## src/rtl/fifo_read_pointer_empty.sv

```systemverilog
// Read-domain pointer and status stage of an async FIFO.
// Consumes the synchronized Gray write pointer; produces RAM read address, Gray read pointer and status.
module fifo_read_pointer_empty #(
  parameter int ADDR_SIZE = 8,
  parameter int AE_THRESH = 2
) (
  input  logic                 r_clk_i,
  input  logic                 r_rst_i,
  input  logic                 r_inc_i,
  input  logic [ADDR_SIZE:0]   r_w_ptr_i,
  input  logic                 r_underflow_clr_i,
  output logic [ADDR_SIZE-1:0] r_addr_o,
  output logic [ADDR_SIZE:0]   r_ptr_o,
  output logic                 r_empty_o,
  output logic                 r_almost_empty_o,
  output logic [ADDR_SIZE:0]   r_level_o,
  output logic                 r_underflow_o
);

  localparam int PW = ADDR_SIZE + 1;

  logic [PW-1:0] rbin_q, rbin_d;
  logic [PW-1:0] rgray_q, rgray_d;
  logic [PW-1:0] level_q, level_d;
  logic [PW-1:0] wbin;
  logic          empty_q, empty_d;
  logic          almost_empty_q, almost_empty_d;
  logic          underflow_q, underflow_d;
  logic          pop;

  function automatic logic [PW-1:0] gray2bin(input logic [PW-1:0] g);
    logic [PW-1:0] b;
    b[PW-1] = g[PW-1];
    for (int i = PW - 2; i >= 0; i--) begin
      b[i] = b[i+1] ^ g[i];
    end
    return b;
  endfunction

  // Status flags are computed from the next read pointer, so the last pop flags empty on its own edge.
  always_comb begin
    pop            = r_inc_i & ~empty_q;
    rbin_d         = rbin_q + {{ADDR_SIZE{1'b0}}, pop};
    rgray_d        = (rbin_d >> 1) ^ rbin_d;
    wbin           = gray2bin(r_w_ptr_i);
    level_d        = wbin - rbin_d;
    empty_d        = (rgray_d == r_w_ptr_i);
    almost_empty_d = (level_d <= PW'(AE_THRESH));
    underflow_d    = (r_inc_i & empty_q) | (underflow_q & ~r_underflow_clr_i);
  end

  always_ff @(posedge r_clk_i or posedge r_rst_i) begin
    if (r_rst_i) begin
      rbin_q         <= '0;
      rgray_q        <= '0;
      level_q        <= '0;
      empty_q        <= 1'b1;
      almost_empty_q <= 1'b1;
      underflow_q    <= 1'b0;
    end else begin
      rbin_q         <= rbin_d;
      rgray_q        <= rgray_d;
      level_q        <= level_d;
      empty_q        <= empty_d;
      almost_empty_q <= almost_empty_d;
      underflow_q    <= underflow_d;
    end
  end

  assign r_addr_o         = rbin_q[ADDR_SIZE-1:0];
  assign r_ptr_o          = rgray_q;
  assign r_empty_o        = empty_q;
  assign r_almost_empty_o = almost_empty_q;
  assign r_level_o        = level_q;
  assign r_underflow_o    = underflow_q;

endmodule
```

## config.mk

```make
export PLATFORM = sky130hd
export DESIGN_NAME = fifo_read_pointer_empty
export DESIGN_NICKNAME = d
export VERILOG_FILES = /design/src/rtl/fifo_read_pointer_empty.sv
export SDC_FILE = /design/constraint.sdc
export NUM_CORES = 1
export LEC_CHECK = 0
export ABC_CLOCK_PERIOD_IN_PS = 9500
export CORE_MARGIN = 2
export CORE_UTILIZATION = 55
export DETAILED_ROUTE_END_ITERATION = 7
export GPL_TIMING_DRIVEN = 0
export PLACE_DENSITY = 0.89
export REMOVE_ABC_BUFFERS = 1
export SLEW_MARGIN = 0
export SYNTH_ARGS = -nofsm -noshare
export SYNTH_HDL_FRONTEND = slang
export SYNTH_SLANG_ARGS = --single-unit
export TNS_END_PERCENT = 5
```

## constraint.sdc

```tcl
create_clock -name r_clk_i -period 9.5 [get_ports r_clk_i]
set_input_delay 1.9 -clock r_clk_i [delete_from_list [all_inputs] [get_ports r_clk_i]]
set_output_delay 1.9 -clock r_clk_i [all_outputs]
set_load 0.01 [all_outputs]
```

==> results of run 1 <==
## worst max-delay path by stage
stage	start	endpoint	slack [ns]	depth (start not counted)
final	r_w_ptr_i[7]	r_almost_empty_o	3.48	16
after global routing	r_w_ptr_i[7]	r_almost_empty_o	3.07	16
after CTS	r_w_ptr_i[7]	r_almost_empty_o	3.46	16
after detailed placement	r_w_ptr_i[7]	r_almost_empty_o	3.18	16
after floorplan	r_w_ptr_i[8]	r_almost_empty_o	4.35	15
after global placement	r_w_ptr_i[7]	r_almost_empty_o	3.23	16
## kinds of logic (layout without fill, tap and decap cells)
kind of cell             after synthesis  count (layout)  share of synthesized area, %
multiplexers                           1               1                        0.5467
buffers and inverters                 27              65                         5.286
flip-flops                            29              29                         35.36
adder cells (fa/ha/maj)               11              11                         7.047
XOR/XNOR                              38              38                         19.50
AND/OR/NAND/NOR                       56              56                         13.67
AO/OA/AOI/OAI                         57              57                         18.59
## critical path, delay by kind of cell
family | cells | cell delay, ns
compound gates | 4 | 0.86
xor+xnor | 7 | 1.72
fa+ha+maj | 2 | 0.60
simple gates | 1 | 0.29
buf+inv | 2 | 0.83
## flip-flops by register name, indices dropped and copies added (netlist names)
name	cells
r_almost_empty_o	1
rbin_q	9
r_underflow_o	1
r_ptr_o	8
r_empty_o	1
r_level_o	9
## synth_stat cells (5+ instances only)
cell type	count
clkbuf_1	5
nor2_1	12
xor2_1	16
o21ai_0	11
buf_2	6
nand3_1	10
a21oi_1	12
nand2_1	16
a21o_1	5
ha_1	10
dfrtp_1	27
xnor2_1	16
inv_1	16
## through the flow
stage / hold WS, ns / std cells / utilization, % / area (µm²) / total power [µW]
after detailed placement: 0.5284 / 297 / 68.29 / 2481 / 735.0
after floorplan: 0.5221 / 208 / - / 2011 / 561.1
after CTS: 0.5368 / 305 / 71.25 / 2589 / 864.6
after global placement: 0.5269 / 297 / 68.29 / 2481 / 722.5
after global routing: 0.5607 / 305 / 71.25 / 2589 / 931.0
final: 0.5336 / 305 / 71.25 / 2589 / 866.4
## power by group through the flow
stage | registers (µW) | logic (µW) | clock network [µW]
after floorplan | 239 | 322 | 0
final | 223 | 519 | 124
after detailed placement | 225 | 510 | 0
after global placement | 222 | 500 | 0
after CTS | 223 | 515 | 127
after global routing | 229 | 569 | 133
## cell type report
type,count,share of cell area (%)
multi-input cells,163,47.22
clock buffers,6,2.803
well taps,48,2.320
repair buffers,41,15.85
inverters,16,2.320
clock inverters,2,1.353
flip-flops and latches,29,28.13
## routing by layer
metal | routed length, µm | GRT usage (%)
met5 | 0 | 0
met4 | 139 | 9.635
met3 | 341 | 6.336
met2 | 1999 | 34.95
met1 | 1900 | 29.48
==> impl_results.md, run 1 <==
* Post-CTS Hold Buffers at 0
* Commonest non-fill, non-tap cell in the layout: clkdlybuf4s50_1
* Synth-to-Final Area Change at 25.70%
* CP arrival at 6.21 ns
* Main synth FF type: dfrtp_1
* # DRC at 0
* Synth top area share at 32.81%
* Worst Path Max Fanout at 11
* PnR worst setup slack at 3.479 ns
* CTS tree: done
* Setup TNS at 0 ns
* Net Sw Frac at 41.63%
* N_diodes at 0
* Top cells by area, synth: dfrtp_1, xnor2_1, xor2_1, ha_1, a21oi_1
* Clock Latency Late Sink at 0.29 ns
* Remaining antenna violation count after routing at 0
* First drt pass iteration count at 4
* Cell Area, Synth at 2059 µm²
* Die ar. at 4250 µm²
* Pre-CTS setup slack at 3.176 ns
* Worst r2r src: r_empty_o
* Clock Pin Slew Worst Setup and Hold Paths at 0.06 ns
* Vias in the first global route at 1569
* Reg2reg end: r_almost_empty_o
* CP dominant cell by count: xor2_2
* Final Hold Viols at 0
* Avg Cell Area, Syn at 9.404 µm²
* CP max stage delay at 0.77 ns
* Pwr dens at 334.7 nW/µm²
* Max IR drop VDD at 0.1878 mV
* Multi-input logic area at 1222 µm²
* Clock skew at 0.008485 ns
* First-pass GRT wire length at 7307 µm
* H-tree levels at 2
* Sink Count at 29
* Synth Register Bits at 29
* Clock network power share at 14.3%
* Initial Utilization at 56.68%
* Core box area at 3633 µm²
* Port Buf Inserts at 41
* Routed vias at 1789
* Most frequent cells in the layout: clkdlybuf4s50_1, dfrtp_1
* Chip width at 65.19 µm
* Cells after synthesis at 219
* Slew HR at 31.06%
* Gr usage total at 22.51%
* Hold path endpoint: r_underflow_o
* Register area at 728.2 µm²
* Post-synth top area cell: dfrtp_1
* Int Power at 505.7 µW
* Final Slew Violations at 0
* Slack of the worst reg-to-reg path at 6.00 ns
* Max cap viols at 0
* Post-CTS sizing at 0
* CP Cell Sequence: clkdlybuf4s50_1 -> xor3_2 -> xor2_2 -> xnor2_2 -> xor2_2 -> xnor3_2 -> xnor2_1 -> ha_1 -> inv_1 -> fa_1 -> a211oi_1 -> o21ai_0 -> a21o_1 -> a21oi_1 -> xor2_1 -> nor4_1
* CP Launch Type: input pin
* Initial antenna violation count at 0
* Sw Pwr at 360.7 µW
* Outcome: completed
* Hold path startpoint: r_empty_o
* CTS root buf: clkbuf_8
* Max Freq at 166.1 MHz
* # rows at 22
* Hold Crit Class: register to register
* Hold depth at 2
* Height of the die at 65.19 µm
* Via density at 5.866
* Placer Congestion at 0.9724
* Fillers at 285
* Worst-margin pin slew at 1.033 ns
* Critical Path RT at 9.69 ns
* CP max-delay cell: clkdlybuf4s50_1
* Largest net degree at the start of global routing at 30
* Pleak at 0.001111 µW
* I/O pins at 42
* Final setup viols at 0
* Crit share post-route at 63.38%
* Routed len/inst at 14.36 µm
* Sequential area share after synthesis at 35.36%
* Setup bufs post-CTS at 0
* Sequential Power Share at 25.8%
* Logic gate share of total power at 59.9%
* Critical path type: input pin to register
* Net count, final at 280
* Hpwl dp at 3192 µm
* Clock Tree Buf Depth at 2
* Number of synthesis warnings at 0
* CP Capture Type: register
* Ys async rst share at 100.0%
* Initial DRC count at 141
* RSZ-0062 raised after global routing: no
* Unique masters post-synth at 51
* Period minus WS final at 6.021 ns
* Post-synth EDFFs at 0
* GRT overflow at 0
* R2R cell count at 12
* Num CTS Buffers at 5
* Share of cells above drive strength 1 at 6.226%
* Final WL at 4381 µm
No activity file was read; power rests on OpenSTA's default activity.
==> run 2, diff against run 1 <==
- ABC_CLOCK_PERIOD_IN_PS: 9500 -> 5950
- CORE_UTILIZATION: 55 -> 52
- PLACE_DENSITY: 0.89 -> 0.85
- clock period: 9.5 -> 5.95 ns (I/O delays scaled with it)
==> run 2 against run 1 <==
  * Utilization fell by 2.8 points
  * Global-route usage shrank 0.25 points
  * Design area down 0.97%
  * Clock power increased by 23%
  * Critical endpoint unchanged
==> impl_results.md, run 2 (synthesis gave the netlist of run 1 again) <==
* Outcome: completed
* Max Freq at 186.5 MHz
* Dpl cell area at 2481 µm²
* Core box area at 3744 µm²
* Die ar. at 4480 µm²
* Slew HR at 31.81%
* Final Slew Violations at 0
* CP max stage delay at 0.76 ns
* Synth-to-Final Area Change at 24.48%
* Final WL at 4497 µm
* Setup bufs post-CTS at 0
* Initial Utilization at 55.01%
* CTS root buf: clkbuf_8
* Hold path endpoint: r_underflow_o
* Worst-margin pin slew at 1.022 ns
* Post-CTS sizing at 0
* CP Capture Type: register
* Via density at 5.528
* Setup TNS at 0 ns
* Worst Path Max Fanout at 11
* CTS tree: done
* Top delay family on crit path: XOR/XNOR gates
* Max IR drop VDD at 0.3596 mV
* Fin area at 2564 µm²
* R2R cell count at 12
* Most frequent cells in the layout: clkdlybuf4s50_1, dfrtp_1
* CP max-delay cell: clkdlybuf4s50_1
* Worst r2r src: r_empty_o
* Port Buf Inserts at 41
* # rows at 22
* Final setup viols at 0
* CP dominant cell by count: xor2_2
* Clock Latency Late Sink at 0.28 ns
* Period minus WS final at 5.362 ns
* Critical Path RT at 6.14 ns
* Met2 Use GR at 35.50%
* Top Usage Layer GRT: met2
* N_diodes at 0
* Sink Count at 29
* Chip width at 66.93 µm
* Clock skew at 0.006282 ns
* Pleak at 0.001101 µW
* Vias in the first global route at 1547
* Slack of the worst reg-to-reg path at 2.27 ns
* Remaining antenna violation count after routing at 0
* Initial antenna violation count at 0
* CP arrival at 5.55 ns
* First drt pass iteration count at 4
* Largest net degree at the start of global routing at 30
* First-pass GRT wire length at 7314 µm
* Gr usage total at 22.26%
* Placer Congestion at 0.9691
* Critical path type: input pin to register
* Crit share post-route at 90.12%
* Grt met1 use at 28.05%
* Routed vias at 1686
* I/O pins at 42
* Height of the die at 66.93 µm
* CP bufs+invs at 2
* Commonest non-fill, non-tap cell in the layout: clkdlybuf4s50_1
* GRT overflow at 0
* Fillers at 299
* Max cap viols at 0
* Final Hold Viols at 0
* # DRC at 0
* Clock Tree Buf Depth at 2
* H-tree levels at 2
* Initial DRC count at 103
* Hold depth at 2
* RSZ-0062 raised after global routing: no
* Hold path startpoint: r_underflow_o
* Net count, final at 280
* Post-CTS Hold Buffers at 0
* Reg2reg end: r_almost_empty_o
* Num CTS Buffers at 5
* CP Cell Sequence: clkdlybuf4s50_1 -> xor3_2 -> xor2_2 -> xnor2_2 -> xor2_2 -> xnor3_2 -> xnor2_1 -> ha_1 -> inv_1 -> fa_1 -> a211oi_1 -> o21ai_0 -> a21o_1 -> a21oi_1 -> xor2_1 -> nor4_1
* Routed len/inst at 14.74 µm
* Pwr dens at 522.8 nW/µm²
* CP Launch Type: input pin
* Share of cells above drive strength 1 at 6.226%
* Hpwl dp at 3370 µm
* PnR Total Power at 1340 µW
* Hold Crit Class: register to register
* Clock Pin Slew Worst Setup and Hold Paths at 0.06 ns
* GR Util met3 at 6.419%
run 2: cell count changes in the layout (fill, tap and decap cells not counted):
cell	before	now
clkinv_2	1	2
bufinv_16	1	0
run 2: per-layer routing:
metal	share of wire [%]	wire [µm]	vias up
met5	0	0	-
met1	45	2037	797
met2	49	2197	45
met4	1.4	61	0
met3	4.5	201	7
li1	-	-	837
run 2: worst max path at each step:
stage	to	cells after the start	from	slack (ns)
final	r_almost_empty_o	16	r_w_ptr_i[7]	0.59
after global routing	r_almost_empty_o	16	r_w_ptr_i[7]	0.21
after floorplan	r_almost_empty_o	15	r_w_ptr_i[8]	1.51
after global placement	r_almost_empty_o	16	r_w_ptr_i[7]	0.41
after CTS	r_almost_empty_o	16	r_w_ptr_i[7]	0.56
after detailed placement	r_almost_empty_o	16	r_w_ptr_i[7]	0.27
run 2: where the power goes:
part / switching [µW] / leakage (µW) / total [µW] / internal [µW]
combinational: 428 / 0.000704 / 832 / 404
clock: 71.1 / 0.0000450 / 152 / 80.7
sequential: 77.0 / 0.000352 / 357 / 280
run 2: through the flow:
| step | setup WS [ns] | hold slack, ns | std cells | util (%) |
|---|---|---|---|---|
| after detailed placement | 0.2654 | 0.5499 | 297 | 66.28 |
| final | 0.5879 | 0.5520 | 305 | 68.48 |
| after CTS | 0.5571 | 0.5597 | 305 | 68.48 |
| after global routing | 0.2126 | 0.5850 | 305 | 68.48 |
| after global placement | 0.4084 | 0.5270 | 297 | 66.28 |
| after floorplan | 1.514 | 0.5221 | 208 | - |
run 2: cell type report:
class                   instances  area (µm²)  area share (%)
well taps                      48       60.06           2.343
multi-input cells             163        1222           47.68
flip-flops and latches         29       728.2           28.40
inverters                      16       60.06           2.343
clock buffers                   6       72.57           2.831
repair buffers                 41       410.4           16.01
clock inverters                 2       10.01          0.3904
run 2: worst register-to-register path, cell delays in order, from the launching register on:
cell and delay [ns]:
dfstp_2 0.37, nor2b_1 0.12, ha_1 0.27, ha_1 0.51, xor2_1 0.48, inv_1 0.11
ha_1 0.36, a211oi_1 0.39, o21ai_0 0.20, a21o_1 0.20, a21oi_1 0.17, xor2_1 0.13
nor4_1 0.28
